`src/rtl/mem_bus_switch.sv`:
```
// mem_bus_switch
// Shares the single main-memory port between the data cache and the
// instruction cache. Each cycle one requester is granted, and its command is
// forwarded to memory. The memory acceptance tag goes back to the winner only.
// A 15-entry owner table, indexed by tag, records which cache owns each
// in-flight tag, so that each completion can be steered to its owner.
//
// Ports
//   clock, reset                 clock, asynchronous active-low reset
//   dcache2ctlr_command/addr/data dcache request (load or store)
//   icache2ctlr_command/addr      icache request (load only)
//   Ctlr2proc_response/data/tag   dcache acceptance tag, return data, completion tag
//   Ctlr2icache_response/data/tag icache acceptance tag, return data, completion tag
//   proc2mem_command/addr/data    command to memory
//   mem2proc_response/data/tag    memory acceptance tag, return data, completion tag
//   dcache_outstanding            count of dcache-owned tags in flight
//   icache_outstanding            count of icache-owned tags in flight
//   tag_err                       sticky: stray completion or re-accepted live tag

`ifndef XLEN
`define XLEN 32
`endif

module mem_bus_switch #(
   parameter int STARVE_LIMIT = 4
) (
   input  logic              clock,
   input  logic              reset,
   input  logic [1:0]        dcache2ctlr_command,
   input  logic [`XLEN-1:0]  dcache2ctlr_addr,
   input  logic [63:0]       dcache2ctlr_data,
   input  logic [1:0]        icache2ctlr_command,
   input  logic [`XLEN-1:0]  icache2ctlr_addr,
   output logic [3:0]        Ctlr2proc_response,
   output logic [63:0]       Ctlr2proc_data,
   output logic [3:0]        Ctlr2proc_tag,
   output logic [3:0]        Ctlr2icache_response,
   output logic [63:0]       Ctlr2icache_data,
   output logic [3:0]        Ctlr2icache_tag,
   output logic [1:0]        proc2mem_command,
   output logic [`XLEN-1:0]  proc2mem_addr,
   output logic [63:0]       proc2mem_data,
   input  logic [3:0]        mem2proc_response,
   input  logic [63:0]       mem2proc_data,
   input  logic [3:0]        mem2proc_tag,
   output logic [3:0]        dcache_outstanding,
   output logic [3:0]        icache_outstanding,
   output logic              tag_err
);

   localparam logic [1:0] BUS_NONE = 2'd0;

   // Table bit 0 is never set, because tag 0 means "no tag".
   // owner = 1 marks an icache-owned tag.
   logic [15:0] valid_q, valid_d;
   logic [15:0] owner_q, owner_d;
   logic [3:0]  starve_q, starve_d;
   logic [3:0]  dc_cnt_q, dc_cnt_d;
   logic [3:0]  ic_cnt_q, ic_cnt_d;
   logic        tag_err_q, tag_err_d;

   logic dc_req, ic_req, dc_win, ic_win;
   logic acc, cmp_hit, cmp_own, ovw, ovw_own;

   always_comb begin
      dc_req = dcache2ctlr_command != BUS_NONE;
      ic_req = icache2ctlr_command != BUS_NONE;
      ic_win = ic_req && (!dc_req || (starve_q >= 4'(STARVE_LIMIT)));
      dc_win = dc_req && !ic_win;

      proc2mem_command = BUS_NONE;
      proc2mem_addr    = '0;
      proc2mem_data    = '0;
      if (dc_win) begin
         proc2mem_command = dcache2ctlr_command;
         proc2mem_addr    = dcache2ctlr_addr;
         proc2mem_data    = dcache2ctlr_data;
      end else if (ic_win) begin
         proc2mem_command = icache2ctlr_command;
         proc2mem_addr    = icache2ctlr_addr;
      end
      Ctlr2proc_response   = dc_win ? mem2proc_response : 4'd0;
      Ctlr2icache_response = ic_win ? mem2proc_response : 4'd0;

      // A completion is steered by the owner recorded before this edge.
      cmp_hit          = (mem2proc_tag != 4'd0) && valid_q[mem2proc_tag];
      cmp_own          = owner_q[mem2proc_tag];
      Ctlr2proc_tag    = (cmp_hit && !cmp_own) ? mem2proc_tag  : 4'd0;
      Ctlr2proc_data   = (cmp_hit && !cmp_own) ? mem2proc_data : 64'd0;
      Ctlr2icache_tag  = (cmp_hit &&  cmp_own) ? mem2proc_tag  : 4'd0;
      Ctlr2icache_data = (cmp_hit &&  cmp_own) ? mem2proc_data : 64'd0;

      // Re-accepting a live tag is illegal unless that tag completes in the
      // same cycle. In the legal case the old entry is retired first.
      acc     = (dc_win || ic_win) && (mem2proc_response != 4'd0);
      ovw     = acc && valid_q[mem2proc_response] &&
                !(cmp_hit && (mem2proc_tag == mem2proc_response));
      ovw_own = owner_q[mem2proc_response];

      valid_d = valid_q;
      owner_d = owner_q;
      if (cmp_hit) valid_d[mem2proc_tag] = 1'b0;
      if (acc) begin
         valid_d[mem2proc_response] = 1'b1;
         owner_d[mem2proc_response] = ic_win;
      end

      // Two decrements can land on one counter in a single cycle: a
      // completion plus an overwrite of another tag with the same owner.
      dc_cnt_d = dc_cnt_q + {3'd0, acc && dc_win}
                          - {3'd0, cmp_hit && !cmp_own}
                          - {3'd0, ovw && !ovw_own};
      ic_cnt_d = ic_cnt_q + {3'd0, acc && ic_win}
                          - {3'd0, cmp_hit && cmp_own}
                          - {3'd0, ovw && ovw_own};

      tag_err_d = tag_err_q || ((mem2proc_tag != 4'd0) && !cmp_hit) || ovw;

      if (ic_req && !ic_win) starve_d = (starve_q == 4'd15) ? 4'd15 : starve_q + 4'd1;
      else                   starve_d = 4'd0;

      dcache_outstanding = dc_cnt_q;
      icache_outstanding = ic_cnt_q;
      tag_err            = tag_err_q;
   end

   always_ff @(posedge clock or negedge reset) begin
      if (!reset) begin
         valid_q   <= '0;
         owner_q   <= '0;
         starve_q  <= '0;
         dc_cnt_q  <= '0;
         ic_cnt_q  <= '0;
         tag_err_q <= 1'b0;
      end else begin
         valid_q   <= valid_d;
         owner_q   <= owner_d;
         starve_q  <= starve_d;
         dc_cnt_q  <= dc_cnt_d;
         ic_cnt_q  <= ic_cnt_d;
         tag_err_q <= tag_err_d;
      end
   end

endmodule

```
`config.mk`:
```
export PLATFORM = sky130hd
export DESIGN_NAME = mem_bus_switch
export DESIGN_NICKNAME = d
export VERILOG_FILES = /design/src/rtl/mem_bus_switch.sv
export SDC_FILE = /design/constraint.sdc
export NUM_CORES = 1
export LEC_CHECK = 0
export CAP_MARGIN = 10
export CORE_AREA = 10 10 171 173
export CTS_BUF_LIST = sky130_fd_sc_hd__clkbuf_4 sky130_fd_sc_hd__clkbuf_8 sky130_fd_sc_hd__clkbuf_16
export CTS_CLUSTER_SIZE = 8
export DETAILED_ROUTE_END_ITERATION = 16
export DIE_AREA = 0 0 181 183
export SLEW_MARGIN = 5
export SYNTH_ARGS = -nofsm -noshare
export SYNTH_HDL_FRONTEND = slang
export SYNTH_SLANG_ARGS = --single-unit
```
`constraint.sdc`:
```
create_clock -name clock -period 4.6 [get_ports clock]
set_input_delay 0.92 -clock clock [delete_from_list [all_inputs] [get_ports clock]]
set_output_delay 0.92 -clock clock [all_outputs]
set_load 0.01 [all_outputs]
```
==> results.cfg <==
[outcome]
status = complete, no violations

[job]
maxCapViolations = 0

[logic_synthesis]
syn-instance-count = 525
yosysWarnings = 0
ys_ff_latch = 45
synth.largest_area_cell = and2_1
yosysUniqueCellTypes = 47
async_flop_share_pct = 100
synth_fp_nets = 742
synth_area_mm2 = 0.00450
avgSynthCellArea_um2 = 8.58
synth_edf_count = 0
yosysTopAreaCellShare_pct = 28.2
ys.flop_type = dfrtp_1
synth.area.top_cells = and2_1, dfrtp_1, a22o_1
yosysSeqAreaShare_pct = 25.0

[global_route]
antenna_found_initial = 7
grt_max_degree = 99
grtUsageTotal_pct = 16.2
grt_overflow_total = 0
grt_pass1_wl_um = 40800
grt_pass1_vias = 5955

[cells_and_area]
fin_nets = 1200
diodes = 0
area_delta_synth_final_pct = 117
fillCellCount = 2714
mostFrequentLayoutCell = clkdlybuf4s50_1
most-common-layout-cells = clkdlybuf4s50_1, and2_1, dlygate4sd2_1, dfrtp_1, a22o_1
drive_gt1_share_pct = 9.55

[sta]
fmax_mhz = 224
final-max-slew-violation-count = 0
fin_skew_ps = 7.32
fin_crit_ps = 4460
setup_slack_ps = 137
worst_pin_slew_ps = 1050
setup_viol = 0
setup_tns_ps = 0
min_period_over_period_pct = 97.0
finalHoldViolCount = 0
max-slew-margin-rel_pct = 30.2

[setup_path]
crit_top_cell = buf_4
r2r_slack_ps = 1040
end_kind = primary output
cp.arrival_ps = 3540
crit_buf_inv = 6
crit_path_start_kind = input port
slowest_delay_ps = 620
path_class = input port to primary output
slowest_stage = clkdlybuf4s50_1
path_max_fanout = 18
crit_family = buffers and inverters
path_cells = clkdlybuf4s50_1, buf_4, mux4_2, mux2i_1, nand2b_2, a21oi_4, buf_4, buf_4, clkbuf_16, and2_1, dlygate4sd2_1
worst_ep_required_time_ps = 3680

[place]
place_ws_ps = -263
gp_congestion = 0.850
dp_hpwl_um = 25700
port_buffers = 456

[drt]
routed-via-count = 5625
wl_per_cell_um = 21.9
wirelength_um = 28900
drt_first_pass_iters = 4
antenna_left = 0
drcViolationCount = 0
drt-vias-per-instance = 4.26
drt_iter0_drc = 180

[cts]
clock_sinks = 45
path_clk_slew_ps = 70
cts-root-buf = clkbuf_16
cts_tree = yes
clock_path_buffers = 2
clk_latency_ps = 300
cts-buffers-inserted = 5
htreeDepth = 2
postCtsHoldBufs = 0

[floorplan]
start_util_pct = 17.5
chipHeight_um = 183
pin_count = 457
row_count = 59
coreArea_mm2 = 0.0258
die_area_mm2 = 0.0331
dieWidth_um = 181

[worst_hold_path]
hold_path.class = register to register

[power]
power_density_mw_per_mm2 = 278
p_leak_nw = 4.47
vdd_drop_max_v = 0.000170
==> routing by layer <==
metal  vias to the layer above  global-route usage (%)  routed length [um]
met2                       337                    33.1               16100
met3                        34                    5.35                2670
li1                       2678                       -                   -
met1                      2576                    14.9                9460
met5                         -                       0                   0
met4                         0                    4.26                 658
==> sequential cells by signal (all words and copies together) (netlist names) <==
name,flops
owner_q,16
starve_q,4
dcache_outstanding,4
valid_q,16
tag_err,1
icache_outstanding,4
==> kinds of logic (layout without fill, tap and decap cells) <==
group | Yosys count | in the layout | synth area share, %
fa+ha+maj | 11 | 11 | 3.72
buf+inv | 67 | 526 | 7.22
other cells | 1 | 1 | 0.0833
compound gates | 67 | 67 | 12.0
xor+xnor | 8 | 8 | 1.56
mux | 35 | 35 | 12.5
simple gates | 291 | 291 | 37.9
flops | 45 | 45 | 25.0
==> worst paths after layout <==
kind / start / endpoint / depth (start not counted)
worst max-delay path: mem2proc_tag[3] / Ctlr2proc_data[14] / 11
worst max register to register: owner_q[3] / dcache_outstanding[3] / 15
worst min register to register: valid_q[0] / valid_q[0] / 0
max in group asynchronous: reset / owner_q[3] / 1
worst min-delay path: valid_q[0] / valid_q[0] / 0
min in group asynchronous: reset / tag_err / 1
==> report_power, final <==
part	total [mW]	switching, mW	internal (mW)
sequential	0.595	0.0872	0.508
clock	0.388	0.179	0.210
combinational	1.74	0.733	1.00
==> cells in the mapped netlist (2+ instances only) <==
library cell / instances
mux4_2: 14
mux2i_1: 4
nor2b_1: 4
nand2_1: 22
o22ai_1: 2
nor3b_1: 2
xnor2_1: 7
buf_2: 7
or4_1: 3
clkbuf_2: 4
buf_6: 8
nor4_1: 3
dfrtp_1: 45
nand3_1: 10
inv_1: 20
nand2b_1: 4
and2_1: 203
nor2_1: 17
and3_1: 4
mux2_2: 16
a21oi_1: 4
a21o_1: 3
clkbuf_1: 27
ha_1: 7
or3_1: 5
fa_1: 4
nor3_1: 10
o21ai_0: 11
a22o_1: 37
==> cell type report <==
type	instances	area, um2	share of cell area [%]
clock buffer	5	125	1.28
clock inverter	3	28.8	0.295
inverter	21	78.8	0.807
multi-input combinational	413	3080	31.6
sequential	45	1130	11.5
tap	335	419	4.29
timing repair buffer	497	4910	50.2
==> what timing repair did <==
action / 4_1_cts / 5_1_grt
endpoints found under the setup margin: 134 / 48
pin swaps: 1 / 0
setup buffers: 1 / 8
gates cloned: 0 / 2
gates resized for setup: 106 / 16
==> metrics by stage <==
stage | power [mW] | instances | hold slack (ps) | area [um2] | utilization [%]
6_report | 2.72 | 1319 | 376 | 9770 | 37.9
5_1_grt | 2.91 | 1319 | 382 | 9770 | 37.9
4_1_cts | 2.69 | 1309 | 381 | 9610 | 37.3
3_5_place_dp | 2.38 | 1300 | 364 | 9570 | 37.2
3_3_place_gp | 2.36 | 1300 | 365 | 9570 | 37.2
2_1_floorplan | 1.36 | 525 | 425 | 4500 | -
Note: power is estimated with default switching activity, not from simulation.
